$ cat src/rtl/vram_arbiter.sv
// -----------------------------------------------------------------------------
// vram_arbiter
// Single-port video-memory arbiter shared between the scanout engine and a CPU.
// The scanout has priority on every cycle. A pending CPU access is denied at
// most STARVE_LIMIT consecutive cycles; after that it is granted and the
// colliding scanout read is reported as a miss.
//
// Ports
//   clock_25        single clock, all registers update on its rising edge
//   reset           synchronous, active-high reset
//   vid_req         scanout read request for this cycle
//   vid_address     scanout read address
//   vid_data        scanout read data (straight from mem_rdata)
//   vid_valid       registered: vid_data carries the read granted last cycle
//   vid_miss        registered: last cycle's scanout request was preempted
//   vid_miss_count  saturating count of preempted scanout requests
//   cpu_req         CPU access request (sampled only when idle)
//   cpu_we          CPU write enable
//   cpu_address     CPU address
//   cpu_wdata       CPU write data
//   cpu_rdata       registered CPU read data
//   cpu_ready       one-cycle completion pulse
//   cpu_busy        high while a CPU access is in flight
//   mem_address     address to the synchronous RAM
//   mem_wdata       write data to the RAM
//   mem_we          write strobe to the RAM
//   mem_rdata       RAM read data, one cycle after the address
// -----------------------------------------------------------------------------
module vram_arbiter #(
    parameter int AW           = 18,
    parameter int STARVE_LIMIT = 15
) (
    input  logic          clock_25,
    input  logic          reset,
    input  logic          vid_req,
    input  logic [AW-1:0] vid_address,
    output logic [7:0]    vid_data,
    output logic          vid_valid,
    output logic          vid_miss,
    output logic [7:0]    vid_miss_count,
    input  logic          cpu_req,
    input  logic          cpu_we,
    input  logic [AW-1:0] cpu_address,
    input  logic [7:0]    cpu_wdata,
    output logic [7:0]    cpu_rdata,
    output logic          cpu_ready,
    output logic          cpu_busy,
    output logic [AW-1:0] mem_address,
    output logic [7:0]    mem_wdata,
    output logic          mem_we,
    input  logic [7:0]    mem_rdata
);

    typedef enum logic [1:0] {
        ST_IDLE = 2'd0,
        ST_PEND = 2'd1,
        ST_DATA = 2'd2,
        ST_ACK  = 2'd3
    } cpu_state_t;

    // Denial limit held in the same 4-bit width as the wait counter.
    localparam logic [3:0] STARVE_CNT = 4'(STARVE_LIMIT);

    cpu_state_t    state_r;
    logic [3:0]    wait_cnt_r;
    logic          req_we_r;
    logic [AW-1:0] req_addr_r;
    logic [7:0]    req_wdata_r;
    logic [7:0]    cpu_rdata_r;
    logic          cpu_ready_r;
    logic          cpu_busy_r;
    logic          vid_valid_r;
    logic          vid_miss_r;
    logic [7:0]    vid_miss_count_r;

    logic          starved_s;
    logic          cpu_grant_s;
    logic          vid_grant_s;

    assign starved_s = (wait_cnt_r == STARVE_CNT);

    // Per-cycle grant decision: the CPU wins only from PEND on a free bus or
    // once starved; otherwise any scanout request gets the bus.
    always_comb begin
        cpu_grant_s = 1'b0;
        vid_grant_s = 1'b0;
        if (reset) begin
            cpu_grant_s = 1'b0;
            vid_grant_s = 1'b0;
        end else begin
            if ((state_r == ST_PEND) && (!vid_req || starved_s)) begin
                cpu_grant_s = 1'b1;
            end else begin
                cpu_grant_s = 1'b0;
            end
            vid_grant_s = vid_req & ~cpu_grant_s;
        end
    end

    // With no CPU grant the RAM address follows the scanout, granted or not.
    assign mem_address = cpu_grant_s ? req_addr_r  : vid_address;
    assign mem_wdata   = cpu_grant_s ? req_wdata_r : 8'h00;
    assign mem_we      = cpu_grant_s & req_we_r;
    assign vid_data    = mem_rdata;

    // CPU access sequencer: latch request, wait for the bus, capture data, ack.
    always_ff @(posedge clock_25) begin
        if (reset) begin
            state_r     <= ST_IDLE;
            wait_cnt_r  <= 4'd0;
            req_we_r    <= 1'b0;
            req_addr_r  <= {AW{1'b0}};
            req_wdata_r <= 8'h00;
            cpu_rdata_r <= 8'h00;
            cpu_ready_r <= 1'b0;
            cpu_busy_r  <= 1'b0;
        end else begin
            cpu_ready_r <= 1'b0;
            case (state_r)
                ST_IDLE: begin
                    if (cpu_req) begin
                        req_we_r    <= cpu_we;
                        req_addr_r  <= cpu_address;
                        req_wdata_r <= cpu_wdata;
                        wait_cnt_r  <= 4'd0;
                        cpu_busy_r  <= 1'b1;
                        state_r     <= ST_PEND;
                    end else begin
                        cpu_busy_r  <= 1'b0;
                    end
                end
                ST_PEND: begin
                    if (cpu_grant_s) begin
                        wait_cnt_r <= 4'd0;
                        state_r    <= ST_DATA;
                    end else begin
                        // Not granted here means the scanout took the bus.
                        wait_cnt_r <= wait_cnt_r + 4'd1;
                    end
                end
                ST_DATA: begin
                    // RAM output now holds the word addressed in the grant cycle.
                    if (!req_we_r) begin
                        cpu_rdata_r <= mem_rdata;
                    end
                    cpu_ready_r <= 1'b1;
                    state_r     <= ST_ACK;
                end
                ST_ACK: begin
                    cpu_busy_r <= 1'b0;
                    state_r    <= ST_IDLE;
                end
                default: begin
                    cpu_busy_r <= 1'b0;
                    state_r    <= ST_IDLE;
                end
            endcase
        end
    end

    // Scanout status: valid after a video grant, miss when the CPU preempted it.
    always_ff @(posedge clock_25) begin
        if (reset) begin
            vid_valid_r      <= 1'b0;
            vid_miss_r       <= 1'b0;
            vid_miss_count_r <= 8'h00;
        end else begin
            vid_valid_r <= vid_grant_s;
            vid_miss_r  <= vid_req & cpu_grant_s;
            if (vid_req && cpu_grant_s && (vid_miss_count_r != 8'hFF)) begin
                vid_miss_count_r <= vid_miss_count_r + 8'd1;
            end
        end
    end

    assign cpu_rdata      = cpu_rdata_r;
    assign cpu_ready      = cpu_ready_r;
    assign cpu_busy       = cpu_busy_r;
    assign vid_valid      = vid_valid_r;
    assign vid_miss       = vid_miss_r;
    assign vid_miss_count = vid_miss_count_r;

endmodule

$ cat config.mk
export PLATFORM = sky130hd
export DESIGN_NAME = vram_arbiter
export DESIGN_NICKNAME = d
export VERILOG_FILES = /design/src/rtl/vram_arbiter.sv
export SDC_FILE = /design/constraint.sdc
export NUM_CORES = 1
export LEC_CHECK = 0
export CAP_MARGIN = 20
export CORE_UTILIZATION = 41
export CTS_CLUSTER_SIZE = 40
export DETAILED_ROUTE_END_ITERATION = 6
export PLACE_DENSITY_LB_ADDON = 0.3
export SYNTH_ARGS = -nofsm -noshare
export SYNTH_HDL_FRONTEND = slang
export SYNTH_SLANG_ARGS = --single-unit
$ cat constraint.sdc
create_clock -name clock_25 -period 3.16 [get_ports clock_25]
set_input_delay 0.79 -clock clock_25 [delete_from_list [all_inputs] [get_ports clock_25]]
set_output_delay 0.79 -clock clock_25 [all_outputs]
set_load 0.03 [all_outputs]
==> flow_summary.ini <==
[status]
outcome = complete, no violations

[sta]
drv_slew = 0
worst_slew_pin_slew_ns = 0.950
rsz0062_at_grt = true
period_share_pct = 99.5
finalSetupTns_ns = 0
final-setup-viol-count = 0
finalCriticalPeriod_ns = 3.14
timing.slew.headroom_pct = 36.5
fmax_mhz = 318
whs_ns = 0.454
clock_skew_ns = 0.00339
hold_viol = 0

[die]
start_util_pct = 43.5
die_y_um = 79.1
dieArea_um2 = 6260
boundaryPins = 112
core-area_um2 = 5610
die_x_um = 79.1
rows = 27

[synth]
syn_area_um2 = 2440
ys_async_sr_fraction_pct = 0
synth_compound_gate_area_share_pct = 11.6
synthCells = 287
synthMuxAreaShare_pct = 12.4
synth_top_family_by_area = simple AND/OR/NAND/NOR gates
synth_ff_type = dfxtp_1
synth_warnings = 0
ys_seq_area_share_pct = 43.5
synth-adder-area-share_pct = 3.59
synth-seq-cells = 53
synth_area_leader_cell = dfxtp_1
synth_edf_count = 0
synth-simple-area-share_pct = 22.7
ys_top_cells_by_area = dfxtp_1, nand2_1, mux2_2
synth_xor_area_share_pct = 0
synth.distinct_cells = 36
yosysTopAreaCellShare_pct = 43.5
syn_nets = 351
synth_area_per_cell_um2 = 8.49

[global_route]
antenna_found_initial = 0
grt_pass1_vias = 2109
grt_use_met2_pct = 34.4
met3_usage_pct = 4.83
grt_busiest_layer = met2
use_met1_pct = 22.3
grt_pass1_wl_um = 9480
grt_max_degree = 56
track_usage_pct = 19.2
grt_overflow = 0

[placed_design]
place_area_um2 = 3540
hpwl_um = 4500
gp_congestion = 0.722
io_buffers = 111

[cts]
clockBufferDepth = 2
cts_tree = done
clk_latency_ns = 0.30
hold_buffers = 0
clk_pin_slew_ns = 0.09
cts-buffers-inserted = 5
cts_root_buf = clkbuf_8
h-tree-depth = 2
clock_sinks = 53

[critical_path]
crit_type = in2out
reg2reg_to = vid_miss_count[5]$_SDFFE_PP0P_
regToRegSetupSlack_ns = 0.97
cpPeakStageDelay_ns = 0.45
crit_path_end_kind = output port
cp_cell_sequence = clkdlybuf4s50_1, a21oi_2, and2_4, buf_6, mux2_2, clkdlybuf4s15_2
cp_slowest_cell = clkdlybuf4s50_1
reg2reg_depth = 7
regToRegStartpoint = state_r[1]$_SDFFE_PP0P_
arrival_ns = 2.35
cp.depth = 6
cp-start-kind = primary input
crit_start = vid_req
cp_max_fo = 10
cp.required_ns = 2.37
crit_buf_inv = 3
crit_end = mem_address[14]
cpLargestDelayFamily = buffers and inverters

[final_layout]
final_core_util_pct = 64.1
syn_to_final_growth_pct = 47.5
fin_nets = 454
antenna_cells = 0
final_common_cell = clkdlybuf4s50_1
final_cell_mix = clkdlybuf4s50_1, nand2_1, dfxtp_1, a21oi_1
layout-drive-gt1-share_pct = 17.6
fin_area_um2 = 3590

[power_and_ir_drop]
p_total_w = 0.00218
vdd_drop_max_mv = 0.317
p_leak_nw = 1.42
powerDensity_nw_per_um2 = 606

[route]
post_drt_wl_per_cell_um = 13.2
first_pass_iters = 4
ant_nets = 0
drc = 0
wirelength_um = 6120
vias_per_cell = 5.06
num_vias = 2341
drtIter0Drc = 109

[run]
drv_cap = 0

[min_path]
hp-class = reg2reg
==> metrics by stage <==
| stage | setup WS (ns) | instances |
|---|---|---|
| 2_1_floorplan | 0.323 | 287 |
| 3_3_place_gp | -0.364 | 454 |
| 3_5_place_dp | -0.396 | 454 |
| 4_1_cts | 0.00509 | 462 |
| 5_1_grt | -0.0430 | 463 |
| 6_report | 0.0162 | 463 |
==> state kept, by name (all words and copies together) (netlist names) <==
signal and count:
cpu_ready 1, req_we_r 1, cpu_busy 1, req_addr_r 18, vid_miss_count 8, cpu_rdata 8
vid_valid 1, vid_miss 1, req_wdata_r 8, wait_cnt_r 4, state_r 2
==> per-layer routing <==
layer / vias up / routed length, um
li1: 1181 / -
met1: 1089 / 2600
met2: 65 / 3150
met3: 6 / 326
met4: 0 / 52
met5: - / 0
==> repair_timing <==
item                       in CTS  in global routing
setup endpoints to repair      18                 10
buffers inserted                0                  1
resized for setup              73                 18
==> worst min path at each step <==
stage	start	end	slack (ns)	cells past startpoint
2_1_floorplan	req_wdata_r[0]$_SDFFE_PP0P_	req_wdata_r[0]$_SDFFE_PP0P_	0.43	2
3_3_place_gp	req_wdata_r[7]$_SDFFE_PP0P_	req_wdata_r[7]$_SDFFE_PP0P_	0.44	2
3_5_place_dp	req_wdata_r[3]$_SDFFE_PP0P_	req_wdata_r[3]$_SDFFE_PP0P_	0.44	2
4_1_cts	req_wdata_r[3]$_SDFFE_PP0P_	req_wdata_r[3]$_SDFFE_PP0P_	0.45	2
5_1_grt	req_wdata_r[6]$_SDFFE_PP0P_	req_wdata_r[6]$_SDFFE_PP0P_	0.47	2
6_report	req_wdata_r[3]$_SDFFE_PP0P_	req_wdata_r[3]$_SDFFE_PP0P_	0.45	2
==> tightest hold or removal path: cells and delay by family (launching register included) <==
family | cells | cell delay [ns]
DFF | 1 | 0.32
AOI/OAI and AO/OA | 1 | 0.05
and+or+nand+nor | 1 | 0.05
==> cells in the mapped netlist (3+ instances only) <==
cell type  instances
a211oi_1           3
a21oi_1           38
and3_1            11
buf_4              9
clkbuf_1          12
dfxtp_1           53
ha_1               7
inv_1              6
mux2_2            18
mux2i_1           10
nand2_1           61
nand3_1            5
nor2_1            16
nor3_1             3
o21ai_0            5
or3_1              3
==> logic make-up after synthesis <==
kind of cell | after synthesis
buf+inv | 30
fa+ha+maj | 7
simple gates | 117
flops | 53
mux | 28
compound gates | 52
==> final cells by class <==
type                            instances  area [um2]
Inverter                                6        22.5
Clock buffer                            7        86.3
Clock inverter                          1        30.0
Tap cell                               72        90.1
Fill cell                             512        2010
Multi-Input combinational cell        204        1230
Sequential cell                        53        1060
Timing Repair Buffer                  120        1070
==> where the power goes <==
part           leakage (nW)  internal, W  switching, W
Sequential            0.432     0.000777     0.0000614
Combinational         0.928     0.000362      0.000508
Clock                0.0585     0.000258      0.000212
(Power assumes the default switching activity.)
